File: config.mk
export PLATFORM = sky130hd
export DESIGN_NAME = sbox_sequencer
export DESIGN_NICKNAME = d
export VERILOG_FILES = /design/src/rtl/sbox_sequencer.sv
export SDC_FILE = /design/constraint.sdc
export NUM_CORES = 1
export LEC_CHECK = 0
export CAP_MARGIN = 20
export CORE_MARGIN = 5
export CORE_UTILIZATION = 58
export CTS_CLUSTER_SIZE = 20
export DETAILED_ROUTE_END_ITERATION = 12
export PLACE_DENSITY_LB_ADDON = 0.15
export SLEW_MARGIN = 20
export SYNTH_ARGS = -nofsm -noshare
export SYNTH_HDL_FRONTEND = slang
export SYNTH_SLANG_ARGS = --single-unit
File: constraint.sdc
create_clock -name clk -period 3 [get_ports clk]
set_clock_uncertainty 0.2 [all_clocks]
set_input_delay 0.6 -clock clk [delete_from_list [all_inputs] [get_ports clk]]
set_output_delay 0.6 -clock clk [all_outputs]
set_load 0.005 [all_outputs]
File: src/rtl/sbox_sequencer.sv
// -----------------------------------------------------------------------------
// sbox_sequencer
//
// Time-multiplexed DES S-box substitution followed by the P permutation.
// A 48-bit key-mixed expansion word is accepted over a valid/ready handshake,
// the eight S-box results are captured one nibble per clock into a 32-bit
// S-word, and the permuted f-function result is offered downstream over a
// second valid/ready handshake.
//
// Ports:
//   clk        in   1   rising-edge clock
//   rst        in   1   synchronous active-high reset
//   in         in  48   E(R) xor K, bit 1 is the MSB (DES numbering)
//   in_valid   in   1   upstream offers a word on in
//   in_ready   out  1   block is idle and will take a word
//   out        out 32   P(S1..S8), bit 1 is the MSB
//   out_valid  out  1   out holds a finished result
//   out_ready  in   1   downstream consumes out
//
// Also contains the s1box..s8box lookups. Each takes a 6-bit group (bit 1 is
// the MSB) and returns a 4-bit value using row = bits 1,6 and column = bits
// 2..5. Every table is packed as 64 nibbles, entry 0 in the top nibble,
// entries ordered row by row.
// -----------------------------------------------------------------------------

module s1box (
   input  logic [1:6] a,
   output logic [1:4] y
);
   localparam logic [255:0] TABLE =
      256'hE4D12FB83A6C5907_0F74E2D1A6CB9538_41E8D62BFC973A50_FC8249175B3EA06D;
   logic [5:0] idx;
   assign idx = {a[1], a[6], a[2:5]};
   // Entry idx sits at bit 255-4*idx, which equals {~idx, 2'b11}.
   assign y = TABLE[{~idx, 2'b11} -: 4];
endmodule

module s2box (
   input  logic [1:6] a,
   output logic [1:4] y
);
   localparam logic [255:0] TABLE =
      256'hF18E6B34972DC05A_3D47F28EC01A69B5_0E7BA4D158C6932F_D8A13F42B67C05E9;
   logic [5:0] idx;
   assign idx = {a[1], a[6], a[2:5]};
   assign y = TABLE[{~idx, 2'b11} -: 4];
endmodule

module s3box (
   input  logic [1:6] a,
   output logic [1:4] y
);
   localparam logic [255:0] TABLE =
      256'hA09E63F51DC7B428_D70934A6285ECBF1_D6498F30B12C5AE7_1AD069874FE3B52C;
   logic [5:0] idx;
   assign idx = {a[1], a[6], a[2:5]};
   assign y = TABLE[{~idx, 2'b11} -: 4];
endmodule

module s4box (
   input  logic [1:6] a,
   output logic [1:4] y
);
   localparam logic [255:0] TABLE =
      256'h7DE3069A1285BC4F_D8B56F03472C1AE9_A690CB7DF13E5284_3F06A1D8945BC72E;
   logic [5:0] idx;
   assign idx = {a[1], a[6], a[2:5]};
   assign y = TABLE[{~idx, 2'b11} -: 4];
endmodule

module s5box (
   input  logic [1:6] a,
   output logic [1:4] y
);
   localparam logic [255:0] TABLE =
      256'h2C417AB6853FD0E9_EB2C47D150FA3986_421BAD78F9C5630E_B8C71E2D6F09A453;
   logic [5:0] idx;
   assign idx = {a[1], a[6], a[2:5]};
   assign y = TABLE[{~idx, 2'b11} -: 4];
endmodule

module s6box (
   input  logic [1:6] a,
   output logic [1:4] y
);
   localparam logic [255:0] TABLE =
      256'hC1AF92680D34E75B_AF427C9561DE0B38_9EF528C3704A1DB6_432C95FABE17608D;
   logic [5:0] idx;
   assign idx = {a[1], a[6], a[2:5]};
   assign y = TABLE[{~idx, 2'b11} -: 4];
endmodule

module s7box (
   input  logic [1:6] a,
   output logic [1:4] y
);
   localparam logic [255:0] TABLE =
      256'h4B2EF08D3C975A61_D0B7491AE35C2F86_14BDC37EAF680592_6BD814A7950FE23C;
   logic [5:0] idx;
   assign idx = {a[1], a[6], a[2:5]};
   assign y = TABLE[{~idx, 2'b11} -: 4];
endmodule

module s8box (
   input  logic [1:6] a,
   output logic [1:4] y
);
   localparam logic [255:0] TABLE =
      256'hD2846FB1A93E50C7_1FD8A374C56B0E92_7B419CE206ADF358_21E74A8DFC90356B;
   logic [5:0] idx;
   assign idx = {a[1], a[6], a[2:5]};
   assign y = TABLE[{~idx, 2'b11} -: 4];
endmodule

module sbox_sequencer (
   input  logic        clk,
   input  logic        rst,
   input  logic [1:48] in,
   input  logic        in_valid,
   output logic        in_ready,
   output logic [1:32] out,
   output logic        out_valid,
   input  logic        out_ready
);

   typedef enum logic [1:0] {
      IDLE,
      RUN,
      DONE
   } state_t;

   state_t      state;
   state_t      state_next;
   logic [2:0]  cnt;
   logic [1:48] hold;
   logic [1:32] sword;
   logic [1:32] sall;

   // All eight lookups run off the holding register; cnt decides which
   // nibble gets captured on a given edge.
   s1box u_s1 (.a(hold[1:6]),   .y(sall[1:4]));
   s2box u_s2 (.a(hold[7:12]),  .y(sall[5:8]));
   s3box u_s3 (.a(hold[13:18]), .y(sall[9:12]));
   s4box u_s4 (.a(hold[19:24]), .y(sall[13:16]));
   s5box u_s5 (.a(hold[25:30]), .y(sall[17:20]));
   s6box u_s6 (.a(hold[31:36]), .y(sall[21:24]));
   s7box u_s7 (.a(hold[37:42]), .y(sall[25:28]));
   s8box u_s8 (.a(hold[43:48]), .y(sall[29:32]));

   // State register.
   always_ff @(posedge clk) begin
      if (rst) begin
         state <= IDLE;
      end else begin
         state <= state_next;
      end
   end

   // Next-state logic. DONE never accepts directly; a new word always waits
   // for the following IDLE cycle.
   always_comb begin
      state_next = state;
      case (state)
         IDLE: if (in_valid)     state_next = RUN;
         RUN:  if (cnt == 3'd7)  state_next = DONE;
         DONE: if (out_ready)    state_next = IDLE;
         default:                state_next = IDLE;
      endcase
   end

   // Handshake outputs are pure decodes of the state register.
   assign in_ready  = (state == IDLE);
   assign out_valid = (state == DONE);

   // Datapath: latch the input word on accept, then write one S-box nibble
   // per RUN cycle. cnt wraps 7->0 on the same edge that enters DONE.
   always_ff @(posedge clk) begin
      if (rst) begin
         cnt   <= 3'd0;
         hold  <= 48'd0;
         sword <= 32'd0;
      end else begin
         case (state)
            IDLE: begin
               if (in_valid) begin
                  hold <= in;
                  cnt  <= 3'd0;
               end
            end
            RUN: begin
               cnt <= cnt + 3'd1;
               case (cnt)
                  3'd0: sword[1:4]   <= sall[1:4];
                  3'd1: sword[5:8]   <= sall[5:8];
                  3'd2: sword[9:12]  <= sall[9:12];
                  3'd3: sword[13:16] <= sall[13:16];
                  3'd4: sword[17:20] <= sall[17:20];
                  3'd5: sword[21:24] <= sall[21:24];
                  3'd6: sword[25:28] <= sall[25:28];
                  default: sword[29:32] <= sall[29:32];
               endcase
            end
            default: begin
            end
         endcase
      end
   end

   // P permutation is plain wiring from the registered S-word, so out is
   // stable for as long as DONE lasts.
   assign out = {sword[16], sword[7],  sword[20], sword[21],
                 sword[29], sword[12], sword[28], sword[17],
                 sword[1],  sword[15], sword[23], sword[26],
                 sword[5],  sword[18], sword[31], sword[10],
                 sword[2],  sword[8],  sword[24], sword[14],
                 sword[32], sword[27], sword[3],  sword[9],
                 sword[19], sword[13], sword[30], sword[6],
                 sword[22], sword[11], sword[4],  sword[25]};

endmodule

==> metrics.cfg, run 1 <==
[status]
status = completed

[drt]
drtIter0Drc = 697
vias = 7597
drc = 0
wl_per_cell_um = 15.38
route.met2.wl_mm = 9.128
totalWireLength_mm = 19.53
drt-met1-wl_mm = 8.906
via_per_inst = 5.982
ant_nets = 0
top_layer = met4
drtPass1Iterations = 6
met3_length_mm = 1.112

[clocking]
postCtsSetupRepairBufs = 0
clockBufferDepth = 2
root_buffer = clkbuf_16
path_clk_slew_ns = 0.06
cts.hold.buffers_added = 0
cts_sinks = 85
cts_resized = 0
cts_tree = yes
clock_latency_ns = 0.34
cts_made_buffers = 9
h-tree-depth = 3

[global_routing]
grt_antenna_before_repair = 0
grt_pass1_wl_mm = 33.04
grt_max_degree = 35
gr-total-overflow = 0
grt_pass1_vias = 6943
track_usage_pct = 24.14

[min_path]
min_path_cells = 2
hold_path_end = sword[12]$_SDFFE_PP0P_
hold_path_startpoint = sword[12]$_SDFFE_PP0P_
hold_path.class = reg2reg

[yosys]
synth.distinct_cells = 75
synth_edf_count = 0
ys_top_cells_by_area = dfxtp_1, ha_1, nand2_1, a21oi_1, nor2_1
ys_ff_latch = 85
syn_area_sq_um = 7841
async_flop_share_pct = 0
yosysSeqAreaShare_pct = 21.70
yosys_warnings = 0
yosysTopAreaCell = dfxtp_1
synth_flop_cell = dfxtp_1
syn-num-nets = 1182
avgSynthCellArea_sq_um = 7.390
synth_top_area_share_pct = 21.70
netlist_instances = 1061

[worst_setup_path]
reg2reg_from = hold[22]$_SDFFE_PP0P_
cpMaxStageDelayCell = dfxtp_1
rrSetupSlack_ns = 0.44
cp_slowest_stage_delay_ns = 0.55
cp-start-kind = flop
cp_top_family = multiplexers
crit_chain = inv_1 -> ha_1 -> mux4_2 -> mux4_1 -> o31ai_2
critPathRequiredTime_ns = 3.06
r2r_end = sword[14]$_SDFFE_PP0P_
crit_path_max_fanout = 11
r2r_cells = 5
end_kind = flop
arrival_ns = 2.62
path_buf_inv = 1
path_class = reg2reg

[power]
cellLeakagePower_nw = 3.350
ir_drop_mv = 0.2593
powerDensity_nw_per_um2 = 377.4

[sta]
setup_viol = 0
worstMarginPinSlew_ns = 0.8250
fin_tns_setup_ns = 0
hold_viol = 0
max_slew_margin_pct = 44.93
period_minus_slack_ns = 2.562
finalCritPeriodShare_pct = 85.42
rsz0062_at_grt = false
max_freq_ghz = 0.3903
finalMaxSlewViolations = 0

[place]
gp_congestion = 0.9262
dp_hpwl_mm = 13.75
placed_area_sq_um = 8700
dpl.cell_count = 1254
io_buffers = 85

[floorplanning]
die_w_um = 126.3
die_h_um = 126.3
core_sq_um = 13240
num_rows = 42
io_pins = 86
initial_core_util_pct = 59.21
fp.dieArea_sq_um = 15950

[final_layout]
final_cell_mix = nand2_1, a21oi_1, nor2_1, dfxtp_1, clkdlybuf4s50_1
fin_nets = 1210
diodes = 0
final_common_cell = nand2_1
num-fill-cells = 1165
seq_area_sq_um = 1702
syn2layout_area_growth_pct = 15.11
multi_input_area_sq_um = 5515
finish.instance_area_sq_um = 9026
drive_gt1_share_pct = 6.764
instances_no_fill = 1270

[job]
maxCapViolations = 0

## flip-flops by register name (all words and copies together) (netlist names)
signal  flops
hold       48
sword      32
cnt         3
state       2
## routing by layer
layer | vias to the layer above | GRT usage (%)
met2 | 230 | 39.50
met1 | 3482 | 32.94
met3 | 23 | 3.472
met4 | 0 | 7.634
met5 | - | 0
li1 | 3862 | -
## cell type report
type                            count  share of cell area, %
Multi-Input combinational cell    825                  61.10
Sequential cell                    85                  18.85
Timing Repair Buffer              113                  11.70
Clock buffer                       12                  2.842
Tap cell                          176                  2.440
Inverter                           55                  2.287
Clock inverter                      4                 0.7763
## cells in the mapped netlist, types with 19 or more instances
master and instances:
nand2_1 156, nor2_1 91, nor3_1 21, a21oi_1 105, inv_1 51, nand2b_1 27, nor2b_1 22, dfxtp_1 85
a211oi_1 24, o21ai_0 33, nand3_1 19, buf_2 43, clkbuf_1 44, ha_1 69
## power by group
group	internal, mW	total, mW	switching [mW]
Clock	0.772	1.23	0.455
Combinational	0.422	0.882	0.461
Sequential	1.18	1.30	0.118
Total	2.37	3.41	1.03
## metrics by stage
stage / hold WS (ns) / util (%) / power (mW) / setup slack, ns
after floorplan: 0.2442 / - / 1.942 / 0.4515
after global routing: 0.2899 / 68.16 / 3.602 / 0.2754
final: 0.2575 / 68.16 / 3.407 / 0.4375
after CTS: 0.2566 / 68.16 / 3.425 / 0.4421
after detailed placement: 0.2418 / 65.69 / 2.193 / 0.4598
after global placement: 0.2392 / 65.69 / 2.182 / 0.5314
## logic make-up after synthesis
kind of cell | count (synthesis) | synth area share, %
xor+xnor | 18 | 2.011
mux | 38 | 7.627
fa+ha+maj | 69 | 11.01
compound gates | 315 | 27.01
flops | 85 | 21.70
buf+inv | 151 | 8.010
simple gates | 385 | 22.63
## worst reg2reg max path, stage by stage (launching register included)
cell     delay, ns
dfxtp_1       0.55
inv_1         0.19
ha_1          0.39
mux4_2        0.48
mux4_1        0.51
o31ai_2       0.18
## how the worst max path moves through the flow
stage | startpoint | endpoint | slack [ns] | depth (start not counted)
final | hold[22]$_SDFFE_PP0P_ | sword[14]$_SDFFE_PP0P_ | 0.44 | 5
after global routing | hold[22]$_SDFFE_PP0P_ | sword[13]$_SDFFE_PP0P_ | 0.28 | 7
after CTS | hold[22]$_SDFFE_PP0P_ | sword[14]$_SDFFE_PP0P_ | 0.44 | 5
after detailed placement | hold[22]$_SDFFE_PP0P_ | sword[14]$_SDFFE_PP0P_ | 0.46 | 5
after global placement | hold[22]$_SDFFE_PP0P_ | sword[14]$_SDFFE_PP0P_ | 0.53 | 5
after floorplan | hold[46]$_SDFFE_PP0P_ | sword[32]$_SDFFE_PP0P_ | 0.45 | 8
Note: power is estimated with default switching activity, not from simulation.
==> inputs of run 2 (changes only) <==
--- a/config.mk
+++ b/config.mk
@@ -11,7 +11,7 @@
 export CTS_CLUSTER_SIZE = 20
 export DETAILED_ROUTE_END_ITERATION = 12
 export PLACE_DENSITY_LB_ADDON = 0.15
-export SLEW_MARGIN = 20
+export SLEW_MARGIN = 30
 export SYNTH_ARGS = -nofsm -noshare
 export SYNTH_HDL_FRONTEND = slang
 export SYNTH_SLANG_ARGS = --single-unit
==> results of run 2 <==
The final DEF is identical to that of run 1; final timing and power are the same.
==> inputs of run 3 (changes only) <==
--- a/config.mk
+++ b/config.mk
@@ -5,7 +5,7 @@
 export SDC_FILE = /design/constraint.sdc
 export NUM_CORES = 1
 export LEC_CHECK = 0
-export CAP_MARGIN = 20
+export CAP_MARGIN = 15
 export CORE_MARGIN = 5
 export CORE_UTILIZATION = 58
 export CTS_CLUSTER_SIZE = 20
==> results of run 3 <==
The final DEF is identical to that of run 1; final timing and power are the same.
